`src/rtl/decode_hazard_control.sv`:
```
// decode_hazard_control
//   Decode-stage issue controller for the MIPS pipeline. Tracks the
//   destination registers of instructions in flight (EX/MEM/WB) in a small
//   shift-register scoreboard. It stalls decode on a read-after-write hazard,
//   inserts bubbles while stalled, honours flush and downstream hold, and
//   runs a stall watchdog.
//
//   Optional build macro: FORWARD_EN. When it is defined, the datapath
//   forwards from EX/MEM, so only a load-use hazard against slot 0 stalls.
//
// Ports
//   clock, reset          rising-edge clock, asynchronous active-high reset
//   insn_valid            decode holds a valid instruction
//   rs, rt, uses_rs/rt    source register indices and their use flags
//   dest, writes_reg      destination register and its write flag
//   is_load               instruction is a load (consulted under FORWARD_EN)
//   flush                 squash decode instruction, clear scoreboard
//   ext_hold              downstream not ready, scoreboard frozen
//   issue, stall          combinational issue / stall decisions
//   stall_cycles          saturating count of stall cycles since reset
//   watchdog_err          sticky, consecutive stalls exceeded MAX_STALL
//
// state | meaning
// RUN   | issuing normally, no stall in progress
// STALL | one or more consecutive stall cycles in progress
// ERROR | watchdog tripped, issue blocked until reset

module decode_hazard_control #(
   parameter int PIPE_DEPTH = 3,
   parameter int MAX_STALL  = 15,
   parameter int CNT_W      = 16
) (
   input  logic             clock,
   input  logic             reset,
   input  logic             insn_valid,
   input  logic [4:0]       rs,
   input  logic [4:0]       rt,
   input  logic             uses_rs,
   input  logic             uses_rt,
   input  logic [4:0]       dest,
   input  logic             writes_reg,
   input  logic             is_load,
   input  logic             flush,
   input  logic             ext_hold,
   output logic             issue,
   output logic             stall,
   output logic [CNT_W-1:0] stall_cycles,
   output logic             watchdog_err
);

   localparam logic [1:0] ST_RUN   = 2'd0;
   localparam logic [1:0] ST_STALL = 2'd1;
   localparam logic [1:0] ST_ERROR = 2'd2;

   logic [PIPE_DEPTH-1:0] slot_valid_q, slot_valid_d;
   logic [4:0]            slot_dest_q [PIPE_DEPTH];
   logic [4:0]            slot_dest_d [PIPE_DEPTH];
   logic [PIPE_DEPTH-1:0] slot_load_q, slot_load_d;
   logic [1:0]            state_q, state_d;
   logic [7:0]            consec_q, consec_d;
   logic [CNT_W-1:0]      stall_cnt_q, stall_cnt_d;
   logic                  wdog_q, wdog_d;
   logic                  hazard;
   logic [PIPE_DEPTH-1:0] slot_match;

   // Without forwarding the load bit is carried along but never consulted.
   logic unused_load;
   assign unused_load = ^slot_load_q;

   always_comb begin
      slot_match = '0;
      for (int i = 0; i < PIPE_DEPTH; i++) begin
         slot_match[i] = slot_valid_q[i] &
                         ((uses_rs & (rs != 5'd0) & (slot_dest_q[i] == rs)) |
                          (uses_rt & (rt != 5'd0) & (slot_dest_q[i] == rt)));
      end
   end

`ifdef FORWARD_EN
   assign hazard = slot_match[0] & slot_load_q[0];
`else
   assign hazard = |slot_match;
`endif

   assign issue = insn_valid & ~hazard & ~ext_hold & ~flush & (state_q != ST_ERROR);
   assign stall = insn_valid & ~issue & ~flush;

   always_comb begin
      slot_valid_d = slot_valid_q;
      slot_load_d  = slot_load_q;
      for (int i = 0; i < PIPE_DEPTH; i++) slot_dest_d[i] = slot_dest_q[i];

      if (flush) begin
         slot_valid_d = '0;
      end else if (!ext_hold) begin
         for (int i = PIPE_DEPTH-1; i > 0; i--) begin
            slot_valid_d[i] = slot_valid_q[i-1];
            slot_dest_d[i]  = slot_dest_q[i-1];
            slot_load_d[i]  = slot_load_q[i-1];
         end
         // A dest of $0 is never a real write, so it never occupies a slot.
         slot_valid_d[0] = issue & writes_reg & (dest != 5'd0);
         slot_dest_d[0]  = issue ? dest : 5'd0;
         slot_load_d[0]  = issue & is_load;
      end
   end

   always_comb begin
      state_d = state_q;
      case (state_q)
         ST_RUN:   if (stall) state_d = ST_STALL;
         ST_STALL: begin
            if (!stall)                          state_d = ST_RUN;
            else if (consec_q == 8'(MAX_STALL))  state_d = ST_ERROR;
         end
         ST_ERROR: state_d = ST_ERROR;
         default:  state_d = ST_RUN;
      endcase

      consec_d = stall ? ((consec_q == 8'hff) ? consec_q : consec_q + 8'd1) : 8'd0;

      stall_cnt_d = stall_cnt_q;
      if (stall && (stall_cnt_q != {CNT_W{1'b1}})) stall_cnt_d = stall_cnt_q + 1'b1;

      wdog_d = wdog_q | (state_d == ST_ERROR);
   end

   always_ff @(posedge clock or posedge reset) begin
      if (reset) begin
         slot_valid_q <= '0;
         slot_load_q  <= '0;
         for (int i = 0; i < PIPE_DEPTH; i++) slot_dest_q[i] <= 5'd0;
         state_q      <= ST_RUN;
         consec_q     <= 8'd0;
         stall_cnt_q  <= '0;
         wdog_q       <= 1'b0;
      end else begin
         slot_valid_q <= slot_valid_d;
         slot_load_q  <= slot_load_d;
         for (int i = 0; i < PIPE_DEPTH; i++) slot_dest_q[i] <= slot_dest_d[i];
         state_q      <= state_d;
         consec_q     <= consec_d;
         stall_cnt_q  <= stall_cnt_d;
         wdog_q       <= wdog_d;
      end
   end

   assign stall_cycles = stall_cnt_q;
   assign watchdog_err = wdog_q;

endmodule

```
`config.mk`:
```
export PLATFORM = sky130hd
export DESIGN_NAME = decode_hazard_control
export DESIGN_NICKNAME = d
export VERILOG_FILES = /design/src/rtl/decode_hazard_control.sv
export SDC_FILE = /design/constraint.sdc
export NUM_CORES = 1
export LEC_CHECK = 0
export CORE_AREA = 8 8 88 90
export CTS_BUF_LIST = sky130_fd_sc_hd__clkbuf_4 sky130_fd_sc_hd__clkbuf_8
export DETAILED_ROUTE_END_ITERATION = 16
export DIE_AREA = 0 0 96 98
export GPL_TIMING_DRIVEN = 0
export HOLD_SLACK_MARGIN = 0.02
export PLACE_DENSITY = 0.74
export SETUP_SLACK_MARGIN = 0.05
export SLEW_MARGIN = 20
export SYNTH_ARGS = -nofsm -noshare
export SYNTH_HDL_FRONTEND = slang
export SYNTH_SLANG_ARGS = --single-unit
```
`constraint.sdc`:
```
create_clock -name clock -period 5.2 [get_ports clock]
set_clock_uncertainty 0.05 [all_clocks]
set_input_delay 1.04 -clock clock [delete_from_list [all_inputs] [get_ports clock]]
set_output_delay 1.04 -clock clock [all_outputs]
set_load 0.05 [all_outputs]
```
* Yosys cells after proc, flatten, opt, wreduce, memory -nomap -nowiden *
Index checks and enable logic that the tools add are counted.

storage, ports and cells
  register bits after elaboration = 45
  output and inout port bits = 19

cells by class
  eq/ne operators = 15
  bitwise gates (word level) = 27
  mux-type cells = 9
  $add $sub $neg = 2
  reductions and logical operators = 7

operators with widths
  cell                                                  number
  equality test 5 bit                                   6
  AND 1 bit                                             19
  adder 16 x 1 -> 16 bit (second input constant)        1
  two-way mux 8 bit                                     2
  inequality test 16 bit (second input constant)        1
  nonzero test 5 bit                                    3
  adder 8 x 1 -> 8 bit (second input constant)          1
  equality test 8 x 4 -> 1 bit (second input constant)  1
  equality test 8 bit (second input constant)           1
  two-way mux 2 bit                                     3
  two-way mux 3 bit                                     2
  inequality test 2 bit (second input constant)         3
  one-hot mux 2 bit (3 select lines)                    1
  two-way mux 5 bit                                     1
  equality test 2 bit (second input constant)           2
  NOT 1 bit                                             4
  bitwise OR 1 bit                                      4
  OR reduction 3 bit                                    1
  equality test 2 x 1 -> 1 bit (second input constant)  1
  zero test 2 bit                                       1
  AND reduction 2 bit                                   1
  logical AND 1 bit                                     1

* Longest topological paths before layout *
  depth after elaboration = 18
  mapped depth = 9
  mapped depth without buffers = 7

* Worst setup path before layout *
Ideal clock, no wire load.

  path kind = in2out
  start point = input port rt[1]
  end point = output port stall
  path buffers = 2
  cell stages on the path = 8
  setup slack = 1.599 ns
  data arrival time = 2.511 ns
  required time = 4.110 ns
  path through = or4_1 o21ai_1 nand4b_1 o2111a_1 a21o_1 buf_6 buf_4 inv_2

on the way
  longest elaborated chain between the ends = 14
  elaborated cells between the ends (all ways) = 23
  classes of those cells = eq/ne (3); bitwise (18); reduce/logical (2)

RTL lines
  element                    line  text
  from (decl)                37    input logic [4:0] rt,
  nonzero test 5 bit         75    (uses_rt & (rt != 5'd0) & (slot_dest_q[i] == rt)));
  AND 1 bit (2 in series)    75
  bitwise OR 1 bit           74    ((uses_rs & (rs != 5'd0) & (slot_dest_q[i] == rs)) |
  AND 1 bit                  73    slot_match[i] = slot_valid_q[i] &
  OR reduction 3 bit *       82    assign hazard = |slot_match;
  NOT 1 bit *                85    assign issue = insn_valid & ~hazard & ~ext_hold & ~flush & (state_q != ST_ERROR);
  AND 1 bit * (4 in series)  85
  NOT 1 bit *                86    assign stall = insn_valid & ~issue & ~flush;
  AND 1 bit * (2 in series)  86
  to (decl)                  46    output logic stall,

Every way passes the cells marked *; elsewhere a longest branch is shown, timed or not.

* Final worst setup path *
  start point = input port rs[4]
  end point = output port stall

on the way
  longest elaborated chain between the ends = 14
  elaborated cells between the ends (all ways) = 23
  classes of those cells = eq/ne (3); bitwise (18); reduce/logical (2)

RTL lines
  element                    line  text
  from (decl)                36    input logic [4:0] rs,
  nonzero test 5 bit         74
  AND 1 bit (2 in series)    74
  bitwise OR 1 bit           74
  AND 1 bit                  73
  OR reduction 3 bit *       82
  NOT 1 bit *                85
  AND 1 bit * (4 in series)  85
  NOT 1 bit *                86
  AND 1 bit * (2 in series)  86

Marks and branches as above.

==> metrics.sh <==
STATUS='finished, final reports clean'
NUMCTSBUFFERS=5
SYNTH-MAIN-FF-CELL='dfrtp_1'
SYNTHESIS.INSTANCES=239
TIMING.CRITICAL_PATH.SLOWEST_CELL_DELAY_PS=800
CTS.PATH.MAX_BUFFERS=2
VIAS=1856
BUFFER_PORTS.INSERTED=40
TOTAL_SETUP_VIOLATIONS_REPORTED_AT_THE_END_OF_THE_FLOW=0
ANTENNA_VIOLATIONS_BEFORE_REPAIR=0
GRT_SETUP_UNREPAIRED='false'
POWER.IR.VDD_WORST_mV=0.3012
WORST-ENDPOINT-ARRIVAL_PS=3850
GRT_UTIL_ALL_LAYERS=0.1227
DP_HPWL_UM=4067
CRIT_TYPE='in -> out'
POSTSYNTH.ASYNCRESETSHARE=1.000
CTS_TREE='yes'
NUMBER_OF_FAILING_HOLD_ENDPOINTS_AT_THE_FINAL_STAGE=0
DESIGN.CORE.AREA_SQ_MM=0.006494
SYNTH_SEQ_AREA_SHARE=0.4606
INITIAL_UTILIZATION=0.3765
SYNTH_CELL_TYPE_COUNT=49
TNS_PS=0
N_ANTENNA_CELL=0
FIRST_GLOBAL_VIAS=1978
HOLD_PATH_CLASS='reg -> reg'
POST_SYNTH_MAIN_AREA_CONTRIBUTORS='dfrtp_1 46%, xor2_1 13%, nand2_1 5.5%, xnor2_1 3.2%, nand3_1 3.1%'
YOSYSWARNINGCOUNT=0
CRITPATHMAXFANOUT=10
DIE_AREA_SQ_MM=0.009408
TOTAL_LEAKAGE_POWER_nW=1.399
FIRST_PASS_GRT_WIRE_LENGTH_UM=9390
POWER.SHARE.SWITCHING=0.3460
POST_SYNTHESIS_CELL_TYPE_WITH_THE_LARGEST_COMBINED_AREA='dfrtp_1'
DIE_HEIGHT_UM=98
MAXIMUM_NUMBER_OF_PINS_ON_ONE_NET_BEFORE_GLOBAL_ROUTE_REPAIR=34
CRIT_BUF_INV=5
SYNTH_NETS=265
GRT_OVERFLOW_TOTAL=0
CLK_LATENCY_PS=300
POSTROUTEANTENNANETS=0
SYN_AREA_SQ_MM=0.002445
CRIT_PATH_END_KIND='primary output'
TIMING.CRITICAL_PATH.CELLS='clkdlybuf4s50_1, xor2_1, nor4_1, nand3_1, a31o_1, a21o_1, buf_6, buf_4, inv_2, clkdlybuf4s50_1'
CP_SLOWEST_CELL='clkdlybuf4s50_1'
PLACED_CELL_AREA_SQ_MM=0.002965
WORST_EP_REQUIRED_TIME_PS=4110
POWER_FRAC_COMB=0.284
VIAS_PER_CELL=5.043
STARTPOINT_TYPE='input port'
SYNTH_COMMONEST_CELLS='45 x dfrtp_1, 37 x xor2_1, 36 x nand2_1'
TIMING.FINAL.CRIT_SHARE=0.9506
CPLARGESTDELAYFAMILY='buffers and inverters'
POWER.NET_SWITCHING_W=0.0003029
SYNTH_ENABLE_FLOP_CELLS=0
DRT_FIRST_PASS_ITERS=4
CELL_AREA_AFTER_LAYOUT_SQ_MM=0.003057
POSTCTSHOLDBUFS=0
SYNTH_LARGEST_TYPE_AREA_FRACTION=0.4606
WORST_PIN_SLEW_PS=591.7
DRIVE_ABOVE_1_SHARE=0.1007
POST-SYNTH-TOP-COUNT-CELL='dfrtp_1'
AVGROUTEDWIREPERCELL_UM=14.68
POST_SYNTH.CELL_AREA_AVG_SQ_UM=10.23
PLACER_CONGESTION=0.8350
CLOCK_TREE.ROOT_CELL='clkbuf_8'
SLEW_HEADROOM=0.6041
CTSHTREEMAXLEVEL=2
IO-PIN-COUNT=43
CLOCK-SINKS=45
SYN_TO_FINAL_GROWTH_PCT=25.03
POWER.SEQUENTIAL.FRACTION=0.467
DRC_VIOLS=0
DETAIL_ROUTE.WIRELENGTH_UM=5403
POST_CTS.REPAIR.SETUP_BUFFERS=0
CRIT_TOP_CELL='clkdlybuf4s50_1'
MAXCAPVIOLCOUNT=0
FINALCRITICALPERIOD_PS=4943
CLOCK.FMAX_MHz=202.3
CLOCK_POWER_SHARE=0.249
CTS_REPAIR_RESIZE_COUNT=0
SLEW_VIOL_FINAL=0
POWER-PER-CELL-AREA_mW_PER_MM2=286.4
STD_CELL_ROWS=30
DIEWIDTH_UM=96
DRTITER0DRC=39
CTS.CLK_SLEW.WORST_PATHS_PS=80
POWER_REPORT.INTERNAL_TOTAL_W=0.0005725
YOSYS_REGISTER_BITS=45
FINAL_NET_COUNT=313
layout make-up:
| cell class | instances | area (sq um) |
|---|---|---|
| tap | 80 | 100.1 |
| multi-input combinational | 183 | 1257 |
| fill | 623 | 3437 |
| timing repair buffer | 41 | 420.4 |
| inverter | 4 | 15.01 |
| sequential | 45 | 1126 |
| clock inverter | 1 | 7.507 |
| clock buffer | 7 | 83.83 |
| buffer | 7 | 46.29 |
cell usage in the layout (no fill, tap or decap), types with 3 or more instances in the layout:
cell	netlist	layout
clkdlybuf4s50_1	0	40
xnor2_1	9	9
mux2i_1	3	3
xor2_1	37	37
clkbuf_1	3	3
dfrtp_1	45	45
and3_1	5	5
o21ai_0	4	4
clkbuf_8	0	5
nor4_2	3	3
nand3_1	15	15
nor4_1	7	7
a22o_1	5	5
nand4_1	3	3
or4_1	3	3
nand2_1	36	36
nor2_1	16	16
sequential cells by signal, summed over array words and instances (netlist names):
name          cells
watchdog_err      1
state_q           2
slot_valid_q      3
consec_q          8
slot_dest_q      15
stall_cycles     16
worst reg2reg max path, stage by stage, from the launching register on:
cell and delay, ps:
dfrtp_1 430, nand3_1 170, nor3_1 310, nand3_1 340, nor3_4 570, nor2_2 120, mux2_1 330
routing by layer:
| layer | global-route usage | vias up | wire [um] |
|---|---|---|---|
| met2 | 0.1893 | 49 | 2483 |
| met4 | 0.02604 | 0 | 37 |
| met1 | 0.1538 | 881 | 2465 |
| met5 | 0 | - | 0 |
| li1 | - | 920 | - |
| met3 | 0.05295 | 6 | 416 |
worst paths after layout:
path | endpoint | cells after the start | slack (ps) | startpoint
max | stall | 10 | 260 | rs[4]
min | state_q[0] | 1 | 410 | state_q[1]
max reg2reg | stall_cycles[1] | 6 | 2770 | stall_cycles[4]
min reg2reg | state_q[0] | 1 | 410 | state_q[1]
max in group asynchronous | slot_dest_q[0] | 3 | 3680 | reset
min in group asynchronous | watchdog_err | 2 | 950 | reset
cell families after synthesis:
kind of cell	Yosys count	share of synthesized area
adders and majority gates	2	0.01023
DFF	45	0.4606
and+or+nand+nor	109	0.2549
AOI/OAI and AO/OA	22	0.06756
xor gates and xnor gates	46	0.1648
buffers and inverters	11	0.02507
muxes	4	0.01689
through the flow:
step | std cells | util | total power, W | hold slack (ps) | setup WS, ps
finish | 368 | 0.4707 | 0.0008754 | 414.7 | 257.0
floorplan | 239 | - | 0.0005659 | 382.3 | 1599
CTS | 368 | 0.4707 | 0.0008887 | 413.5 | 243.4
global route | 368 | 0.4707 | 0.0009219 | 432.0 | 149.5
global placement | 359 | 0.4536 | 0.0006597 | 392.5 | 243.0
detailed placement | 360 | 0.4566 | 0.0006652 | 398.4 | 251.9
power by group through the flow:
stage | logic [W] | clock network, W | registers, W
after floorplan | 0.0000698 | 0 | 0.000496
after global placement | 0.000245 | 0 | 0.000415
after detailed placement | 0.000251 | 0 | 0.000415
after CTS | 0.000252 | 0.000227 | 0.000409
after global routing | 0.000266 | 0.000241 | 0.000415
final | 0.000249 | 0.000218 | 0.000409
(Power assumes the default switching activity.)
